### src/rtl/sw_debounce_pkg.sv
// Shared definitions for the slide-switch conditioner: FSM state encoding and
// the default debounce length.
package sw_debounce_pkg;

  typedef enum logic {
    ST_STABLE = 1'b0,
    ST_SETTLE = 1'b1
  } db_st_e;

  localparam int CNT_MAX_DEF = 8;

  // Width of a counter that must hold values 0..m.
  function automatic int cnt_w(input int m);
    return $clog2(m + 1);
  endfunction

endpackage

### src/rtl/sw_debounce_ch.sv
// One switch channel: 2-flop synchronizer, settle-count filter and registered
// rise/fall pulses that coincide with the debounced level update.
module sw_debounce_ch
  import sw_debounce_pkg::*;
#(
  parameter int CNT_MAX = CNT_MAX_DEF
) (
  input  logic clk,
  input  logic rst_n,
  input  logic raw,
  output logic db,
  output logic rise,
  output logic fall
);

  localparam int CW = cnt_w(CNT_MAX);
  localparam logic [CW-1:0] CNT_LAST = CW'(CNT_MAX - 1);
  localparam logic [CW-1:0] CNT_ONE  = CW'(1);

  logic          s1, s2;
  db_st_e        st, st_nx;
  logic [CW-1:0] cnt, cnt_nx;
  logic          db_nx, rise_nx, fall_nx;

  // Bring the asynchronous pin into the clock domain; only s2 is used below.
  always_ff @(posedge clk or negedge rst_n) begin
    if (!rst_n) begin
      s1 <= 1'b0;
      s2 <= 1'b0;
    end else begin
      s1 <= raw;
      s2 <= s1;
    end
  end

  // Filter state, count, debounced level and event pulses.
  always_ff @(posedge clk or negedge rst_n) begin
    if (!rst_n) begin
      st   <= ST_STABLE;
      cnt  <= '0;
      db   <= 1'b0;
      rise <= 1'b0;
      fall <= 1'b0;
    end else begin
      st   <= st_nx;
      cnt  <= cnt_nx;
      db   <= db_nx;
      rise <= rise_nx;
      fall <= fall_nx;
    end
  end

  // Accept a new level only after CNT_MAX consecutive differing samples;
  // any return to the current level drops back to STABLE so a bounce
  // restarts the count from 1 on the next differing sample.
  always_comb begin
    st_nx   = st;
    cnt_nx  = cnt;
    db_nx   = db;
    rise_nx = 1'b0;
    fall_nx = 1'b0;
    case (st)
      ST_STABLE: begin
        if (s2 != db) begin
          st_nx  = ST_SETTLE;
          cnt_nx = CNT_ONE;
        end else begin
          cnt_nx = '0;
        end
      end
      ST_SETTLE: begin
        if (s2 == db) begin
          st_nx  = ST_STABLE;
          cnt_nx = '0;
        end else if (cnt == CNT_LAST) begin
          db_nx   = s2;
          rise_nx = s2;
          fall_nx = ~s2;
          st_nx   = ST_STABLE;
          cnt_nx  = '0;
        end else begin
          cnt_nx = cnt + CNT_ONE;
        end
      end
      default: begin
        st_nx  = ST_STABLE;
        cnt_nx = '0;
      end
    endcase
  end

endmodule

### src/rtl/sw_debounce.sv
// Slide-switch input conditioner: N_SW independent debounce channels plus a
// registered "anything changed" flag one cycle behind the pulses.
module sw_debounce
  import sw_debounce_pkg::*;
#(
  parameter int N_SW    = 2,
  parameter int CNT_MAX = CNT_MAX_DEF
) (
  input  logic            clk,
  input  logic            rst_n,
  input  logic [N_SW-1:0] sw_raw,
  output logic [N_SW-1:0] sw_db,
  output logic [N_SW-1:0] sw_rise,
  output logic [N_SW-1:0] sw_fall,
  output logic            sw_changed
);

  for (genvar i = 0; i < N_SW; i++) begin : g_ch
    sw_debounce_ch #(.CNT_MAX(CNT_MAX)) u_ch (
      .clk  (clk),
      .rst_n(rst_n),
      .raw  (sw_raw[i]),
      .db   (sw_db[i]),
      .rise (sw_rise[i]),
      .fall (sw_fall[i])
    );
  end

  // Single flag for any edge on any channel, registered off the pulses.
  always_ff @(posedge clk or negedge rst_n) begin
    if (!rst_n) sw_changed <= 1'b0;
    else        sw_changed <= |(sw_rise | sw_fall);
  end

endmodule

### config.mk
export PLATFORM = sky130hd
export DESIGN_NAME = sw_debounce
export DESIGN_NICKNAME = d
export VERILOG_FILES = /design/src/rtl/sw_debounce_pkg.sv /design/src/rtl/sw_debounce_ch.sv /design/src/rtl/sw_debounce.sv
export SDC_FILE = /design/constraint.sdc
export NUM_CORES = 1
export LEC_CHECK = 0
export ABC_AREA = 0
export BUFFER_PORTS_ARGS = -buffer_cell sky130_fd_sc_hd__buf_2
export CORE_MARGIN = 5
export CORE_UTILIZATION = 40
export DETAILED_ROUTE_END_ITERATION = 10
export PLACE_DENSITY = 0.63
export SYNTH_ARGS = -nofsm -noshare
export SYNTH_HDL_FRONTEND = slang
export SYNTH_SLANG_ARGS = --single-unit
### constraint.sdc
create_clock -name clk -period 4.25 [get_ports clk]
set_clock_uncertainty 0.1 [all_clocks]
set_input_delay 0.425 -clock clk [delete_from_list [all_inputs] [get_ports clk]]
set_output_delay 0.425 -clock clk [all_outputs]
set_load 0.01 [all_outputs]
# After elaboration in Yosys (flattened, before gate mapping)
# Cells that the tools add are included.
# word_totals
output_inout_bits,7
elab_cells,61
reg_bits,21
inputBits,4
# classes
eq_ne,6
addsub,2
bitwise,7
n_mux,28
n_reduce_logical,3
# ops
op,count
two-way mux 1 bit,20
two-way mux 4 bit,4
case mux 4 bit (2 select lines),2
"adder 4 x 1 -> 4 bit, second input constant",2
"equality test 4 x 3 -> 1 bit, second input constant",2
inverter 1 bit,6
AND reduction 3 bit,2
case mux 1 bit (2 select lines),2
equality test 1 bit,2
!= test 1 bit,2
bitwise OR 2 bit,1
OR reduction 2 bit,1

# Logic depth before layout (Yosys ltp)
# Gate-level depths: netlist of the first run.
# depth
depth_word,4
ltp_mapped,4
ltp_nobuf,4

# Modules after synthesis
# Synthesis of the first run repeated with hierarchy kept, for this count alone.
# unflattened
hier_cells,58
area_unflattened_um2,793.3
# by_module_without_submodules
module,seq_area_each_um2,n_inst,cells_per_inst,area_each_um2
sw_debounce_ch,250.2,2,28,380.4
sw_debounce,25.0,1,2,32.5

# Least setup slack after synthesis of the first run
# Ideal clock, no wire load.
# synth_timing
path_kind,register -> register
startpoint,register g_ch[0].u_ch.cnt[0]
endpoint,register g_ch[0].u_ch.db
n_path_buf,0
required_ps,4025
period_less_slack_ps,1392
path_stages_with_launch,5
arrival_ps,1167
setup_time_ps,125
slack_ps,2858
cell_sequence,dfrtp_1 > ha_1 > and3b_1 > nand2_2 > mux2_4
# synth_via
elab_chain_len,2
# synth_rtl
element,line_no,rtl
start: declaration,sw_debounce_ch.sv:22,"logic [CW-1:0] cnt, cnt_nx;"
start signal: assignment,sw_debounce_ch.sv:46,cnt <= cnt_nx;
equality test 4 x 3 -> 1 bit,sw_debounce_ch.sv:75,end else if (cnt == CNT_LAST) begin
AND reduction 3 bit (no source line),n/a,
end signal: assignment,sw_debounce_ch.sv:47,db <= db_nx;
end: declaration,sw_debounce_ch.sv:11,"output logic db,"
# Every way passes these cells.
# A chain may end at the register's enable or synchronous reset.

# Final worst setup path of the first run
# layout_timing
startpoint,register g_ch[1].u_ch.cnt[0]
endpoint,register g_ch[1].u_ch.db
# layout_via
elab_chain_len,2
# layout_rtl
element,line_no
start: declaration,sw_debounce_ch.sv:22
start signal: assignment,sw_debounce_ch.sv:46
equality test 4 x 3 -> 1 bit,sw_debounce_ch.sv:75
AND reduction 3 bit (no source line),n/a
end signal: assignment,sw_debounce_ch.sv:47
end: declaration,sw_debounce_ch.sv:11
# Every way passes these cells.

==> key figures, run 1 <==
Outcome
  • Status: complete, no violations

Setup path
  • Slowest stage delay, CP: between 0.4 and 0.5 ns
  • Crit-path cells: ha_1 > and3b_1 > nand2_2 > mux2_4
  • CP endpoint: g_ch[1].u_ch.db
  • Kind of critical path: reg2reg
  • Arrival time worst endpoint: 1.57 ns
  • Reg2Reg Setup Slack: 2.77 ns
  • CP startpoint: g_ch[1].u_ch.cnt[0]
  • Slowest CP cell: dfrtp_1
  • Crit Reg-Reg Endpoint: g_ch[1].u_ch.db
  • Reg2reg path depth: 4
  • Crit Reg-Reg Startpoint: g_ch[1].u_ch.cnt[0]
  • Req. time, crit path: approximately 4.3 ns
  • CP startpoint kind: flip-flop
  • CP max FO: 4
  • CP endpoint kind: flip-flop

Place
  • Final HPWL DP: 849 um
  • Placed insts: between 90 and 100
  • Routability cong.: 0.664
  • Area post-placement: 877 um2
  • Port Buffers: 10

Drt
  • Post-Route WL: 1170 um
  • Drt drc: 0
  • Vias after detailed routing: 453
  • Drt pass-1 iters: 4
  • Antenna viol nets, final: 0
  • Wirelength per Cell: 11.7 um
  • Routed vias/inst: 4.53
  • DRT iter0 DRCs: 4

STA
  • RSZ-0062 raised after global routing: false
  • Fin Hold WS: 0.127 ns
  • Final worst path period need: 1.48 ns
  • Fmax: ~0.67 GHz
  • Tcrit/Tclk final: 34.9%
  • Endpoints failing setup: 0
  • Hold Vio Cnt, Final: 0
  • Max_slew headroom: between 70% and 80%
  • Setup TNS: 0 ns
  • Slew Viols, Final: 0
  • Slew @ Worst Pin: 0.443 ns

Finish
  • Area grow syn2layout: 8.96%
  • Layout filler cell count: 183
  • Final #Nets: 80
  • Non-Filler Instances: 100
  • Share of post-route cells with drive strength above 1: between 20% and 30%
  • Diodes inserted: 0
  • Design Area, Final: 913 um2

Pwr
  • Sw frac: between 20% and 30%
  • Internal power: 0.248 mW
  • Pwr Density: 347 nW/um2
  • Logic pwr share: 4.5%
  • VDD IR-drop max: between 0.00015 and 0.0002 V
  • Part of the power in registers: 66.3%
  • Clk network pwr share: ~29%
  • Power Total: around 0.32 mW
  • Pleak: 0.475 nW
  • Sw power: a little under 0.07 mW

Logic synthesis
  • Cells after synthesis: 64
  • Yosys top cell by area: dfrtp_1
  • Yosys reg bits: 21
  • Sequential cell area fraction in the yosys report: 62.7%
  • Asr flop ratio synth: between 90% and 100%
  • Syn_area_per_cell: 13.1 um2
  • Synthesized net count: 70
  • Synthesized area: roughly 840 um2
  • Yosys synthesis warning count: 0
  • Synth top area share: 62.7%
  • Synth unique cells: 18
  • Most frequent cell after synthesis: dfrtp_1
  • EDFF count, synth: 0
  • Main synth FF type: dfrtp_1
  • Area contributors post-synth: dfrtp_1 63%, buf_4 5.4%, mux2_4 3.6%
  • Top cells by count, synth: 21 x dfrtp_1, 6 x buf_4, 6 x nor2_1

GRT
  • GR met1 Demand/Resource: 12.0%
  • Largest net degree at the start of global routing: 22
  • GR Overflow Total: 0
  • Grt met3 use: 2.32%
  • Via count of the first global-routing pass: 498
  • Initial antenna violation count: 0
  • Most Crowded Layer GR: met2
  • Met2 Track Usage GR: 12.7%
  • First-pass GRT wire length: 2190 um
  • All-Layer GR Usage: between 9 and 10%

Floorplanning
  • Core Rows: 16
  • Die Ht: 55.8 um
  • DIE WIDTH: 55.8 um
  • Top Ports: 11
  • DIE AREA: 3110 um2
  • Core area: 1980 um2
  • Initial core utilization: 42.3%

Clock tree
  • H-tree levels: 1
  • Worst skew pair latency: 0.29 ns
  • CTS root buffer: clkbuf_4
  • Clock Path Buffers: 2
  • CTS tree: done
  • # clock sinks: 21
  • Post-cts sizing count: 0
  • Clk slew on worst S/H paths: 0.11 ns
  • CTS Buf Count: 3

Hold path
  • Worst Hold Depth: 1
  • Worst hold path type: in2reg

Run
  • MaxCap Viol Count: 0
-- how the worst min path moves through the flow --
stage                          startpoint                   to
after global routing            sw_raw[0]      g_ch[0].u_ch.s1
after CTS                       sw_raw[0]      g_ch[0].u_ch.s1
after detailed placement  g_ch[1].u_ch.s1      g_ch[1].u_ch.s2
after global placement    g_ch[1].u_ch.s1      g_ch[1].u_ch.s2
final                           sw_raw[1]      g_ch[1].u_ch.s1
after floorplan                     rst_n  g_ch[0].u_ch.cnt[0]
-- flip-flops by register name, indices dropped and copies added (netlist names) --
signal          flops
g_ch.u_ch.cnt       8
g_ch.u_ch.db        2
g_ch.u_ch.fall      2
g_ch.u_ch.rise      2
g_ch.u_ch.s1        2
g_ch.u_ch.s2        2
g_ch.u_ch.st        2
sw_changed          1
-- through the flow --
stage               worst slack, ns  util (%)
finish                         2.77      46.1
detailed placement             2.79      44.3
global placement               2.79      44.3
global route                   2.73      46.1
CTS                            2.77      46.1
floorplan                      2.86         -
-- layer usage --
| layer | vias to the layer above | share of wire [%] |
|---|---|---|
| met4 | 0 | 1.1 |
| met5 | - | 0 |
| met1 | 218 | 49 |
| met3 | 2 | 4.4 |
| li1 | 226 | - |
| met2 | 7 | 45 |
-- power groups by stage --
stage	Combinational, mW	Sequential (mW)	Clock (mW)
finish	0.0144	0.210	0.0922
global route	0.0170	0.211	0.104
CTS	0.0149	0.210	0.0976
detailed placement	0.0143	0.214	0
global placement	0.0140	0.214	0
floorplan	0.00772	0.213	0
-- placed cells by master, fill, tap and decap left out, drive strengths merged --
| master | count |
|---|---|
| and2 | 4 |
| nand2 | 4 |
| xnor2 | 2 |
| nand3 | 2 |
| ha | 2 |
| dfrtp | 21 |
| or4 | 1 |
| and3 | 2 |
| clkbuf | 4 |
| mux2i | 2 |
| buf | 10 |
| nor2 | 6 |
| dlygate4sd3 | 1 |
| o21ai | 2 |
| nor3b | 4 |
| and3b | 2 |
| xor2 | 2 |
| mux2 | 2 |
-- cell families (layout without fill, tap and decap cells) --
group | Yosys count | count (layout) | synth area share [%]
buffers and inverters | 6 | 15 | 5.37
muxes | 4 | 4 | 5.97
adders and majority gates | 2 | 2 | 2.98
and+or+nand+nor | 25 | 25 | 17.6
AOI/OAI and AO/OA | 2 | 2 | 1.19
xor gates and xnor gates | 4 | 4 | 4.18
DFF | 21 | 21 | 62.7
-- worst max-delay path: cells and delay by family (launching register included) --
family	cells	cell delay (ns)
adders and majority gates	1	0.25
DFF	1	0.42
muxes	1	0.30
and+or+nand+nor	2	0.31
-- layout make-up --
| class | instances | area [um2] | area share, % |
|---|---|---|---|
| timing repair buffer | 11 | 60.1 | 6.58 |
| clock buffer | 4 | 26.3 | 2.88 |
| tap | 27 | 33.8 | 3.70 |
| sequential | 21 | 526 | 57.5 |
| multi-input combinational | 37 | 268 | 29.3 |
-- repair_timing --
action / in CTS / in global routing
hold endpoints to repair: 21 / 0
hold buffers: 1 / 0
buffers inserted: 0 / 0
No activity file was read; power rests on OpenSTA's default activity.
==> run 2: changes to the inputs <==
==> constraint.sdc (replaced) <==
create_clock -name clk -period 1.4 [get_ports clk]
set_clock_uncertainty 0.1 [all_clocks]
set_input_delay 0.14 -clock clk [delete_from_list [all_inputs] [get_ports clk]]
set_output_delay 0.14 -clock clk [all_outputs]
set_load 0.01 [all_outputs]
==> run 2 against run 1 <==
  * Count of clock-buffer cells in the layout unchanged
  * Clock power increased to 3.0 times the previous value
  * Design area increased by 11%
  * Critical path type unchanged
  * Fmax increased by 7.4%
  * Sequential share of layout area decreased by 5.7 points
  * Largest power group unchanged
  * Global-route usage decreased by 0.42 points
  * Final cell count increased by 10%
  * Register-to-register slack got worse by 2.7 ns
  * Non-clock buffer count increased by 10
  * Utilization increased by 5.1 points
==> key figures, run 2 (synthesis results as in run 1) <==
Setup path
  • Req. time, crit path: 1.49 ns (-2.85 ns)
  • Reg2reg path depth: 4 (unchanged)
  • Kind of critical path: reg2reg
  • CP startpoint kind: flip-flop
  • CP endpoint kind: flip-flop
  • Arrival time worst endpoint: 1.47 ns (-0.10 ns)
  • CP max FO: 2 (-2)

STA
  • RSZ-0062 raised after global routing: true
  • Fmax: 0.725 GHz (+7.4%)
  • Final worst path period need: 1.38 ns (-0.102 ns)
  • Tcrit/Tclk final: 98.6% (+64 points)
  • Max_slew headroom: 71.1% (+0.60 points)
  • Endpoints failing setup: 0 (unchanged)
  • Slew Viols, Final: 0 (unchanged)
  • Hold Vio Cnt, Final: 0 (unchanged)
  • Setup TNS: 0 ns (unchanged)
  • Slew @ Worst Pin: 0.434 ns (-0.00899 ns)

Floorplanning
  • Core Rows: 16 (unchanged)
  • Core area: 1980 um2 (unchanged)
  • Die Ht: 55.8 um (unchanged)
  • Initial core utilization: 42.3% (unchanged)
  • DIE WIDTH: 55.8 um (unchanged)
  • Top Ports: 11 (unchanged)
  • DIE AREA: 3110 um2 (unchanged)

Outcome
  • Status: complete, no violations

Drt
  • Wirelength per Cell: 10.9 um (-6.6%)
  • Vias after detailed routing: 485 (+7.1%)
  • Routed vias/inst: 4.41 (-2.7%)
  • Post-Route WL: 1200 um (+2.7%)
  • Drt pass-1 iters: 1 (-3)
  • Antenna viol nets, final: 0 (unchanged)
  • DRT iter0 DRCs: 0 (-4)
  • Drt drc: 0 (unchanged)

Finish
  • Non-Filler Instances: 110 (+10%)
  • Largest reg by FF count: g_ch.u_ch.cnt
  • Most frequent cells in the layout: 21 x dfrtp_1, 10 x buf_2, 8 x buf_4
  • Diodes inserted: 0 (unchanged)
  • Share of post-route cells with drive strength above 1: 38.6% (+13 points)
  • Max reg flops: 8 (unchanged)
  • Commonest non-fill, non-tap cell in the layout: dfrtp_1
  • Area grow syn2layout: 20.9%
  • Final #Nets: 90 (+13%)

GRT
  • Via count of the first global-routing pass: 480 (-3.6%)
  • First-pass GRT wire length: 2090 um (-4.7%)
  • All-Layer GR Usage: 8.62% (-0.42 points)
  • GR Overflow Total: 0 (unchanged)
  • Initial antenna violation count: 0 (unchanged)
  • Largest net degree at the start of global routing: 22 (unchanged)

Run
  • MaxCap Viol Count: 0 (unchanged)

Hold path
  • Worst hold path type: in2async

Pwr
  • Pwr Density: 961 nW/um2 (+180%)
  • Pleak: 0.519 nW (+9.4%)
  • VDD IR-drop max: 0.000553 V (+210%)

Clock tree
  • # clock sinks: 21 (unchanged)
  • Worst skew pair latency: 0.29 ns (about the same)
  • Clock Path Buffers: 2 (unchanged)
  • H-tree levels: 1 (unchanged)
  • Clk slew on worst S/H paths: 0.11 ns (about the same)
  • CTS tree: done
  • CTS Buf Count: 3 (unchanged)
  • CTS root buffer: clkbuf_4

Place
  • Routability cong.: 0.683 (+2.8%)
  • Placed insts: 100 (+5.3%)
  • Port Buffers: 10 (unchanged)
run 2: cell types whose count changed in the layout (fill, tap and decap cells not counted):
cell           delta
ha_2              +2
nor3b_1           -3
nor3b_2           +3
dlygate4sd3_1     +2
buf_4             +8
ha_1              -2
run 2: cell type report:
class	count	area (um2)
repair buffers	21	140
flip-flops and latches	21	526
fillers	175	968
well taps	27	33.8
multi-input cells	37	288
clock buffers	4	26.3
run 2: timing repair:
action                     4_1_cts  5_1_grt
resized for setup                1        4
buffers inserted                 1        2
hold buffers                     3        0
hold endpoints to repair        23        0
setup endpoints to repair        1        6
pin swaps                        0        1
run 2: routing by layer:
layer	track usage [%]	part of all wire (%)	vias to the layer above
met5	0	0	-
met4	4.17	0.58	0
met3	3.71	5.5	2
met2	13.2	49	7
met1	10.3	45	228
li1	-	-	248
run 2: final timing paths:
check                                    start             endpoint  slack, ns
setup / recovery           g_ch[0].u_ch.cnt[0]      g_ch[0].u_ch.db       0.02
hold / removal                           rst_n  g_ch[0].u_ch.cnt[2]       0.21
setup reg to reg           g_ch[0].u_ch.cnt[0]      g_ch[0].u_ch.db       0.02
hold reg to reg                g_ch[1].u_ch.s1      g_ch[1].u_ch.s2       0.27
max in group asynchronous                rst_n  g_ch[1].u_ch.cnt[0]       0.69
min in group clk               g_ch[1].u_ch.s1      g_ch[1].u_ch.s2       0.27
run 2: where the power goes:
| part | total [mW] | switching, mW | internal (mW) |
|---|---|---|---|
| Sequential | 0.638 | 0.0143 | 0.623 |
| Clock | 0.274 | 0.163 | 0.111 |
| Combinational | 0.0623 | 0.0278 | 0.0344 |
run 2: metrics by stage:
step                      hold slack (ns)  instance area (um2)  utilization (%)  power [mW]  worst slack, ns
after floorplan                    -0.256                  838                -       0.669          0.00839
after global placement             0.0114                  915             46.1       0.695           0.0106
after detailed placement           0.0143                  915             46.1       0.697          0.00112
after CTS                           0.226                  981             49.5       0.981          0.00221
after global routing                0.261                 1010             51.1        1.03          -0.0151
final                               0.213                 1010             51.1       0.973           0.0202
run 2: critical path: stages (launching register included):
cell and delay (ns):
dfrtp_1 0.41, ha_2 0.20, and3b_1 0.19, nand2_2 0.08, mux2_4 0.29
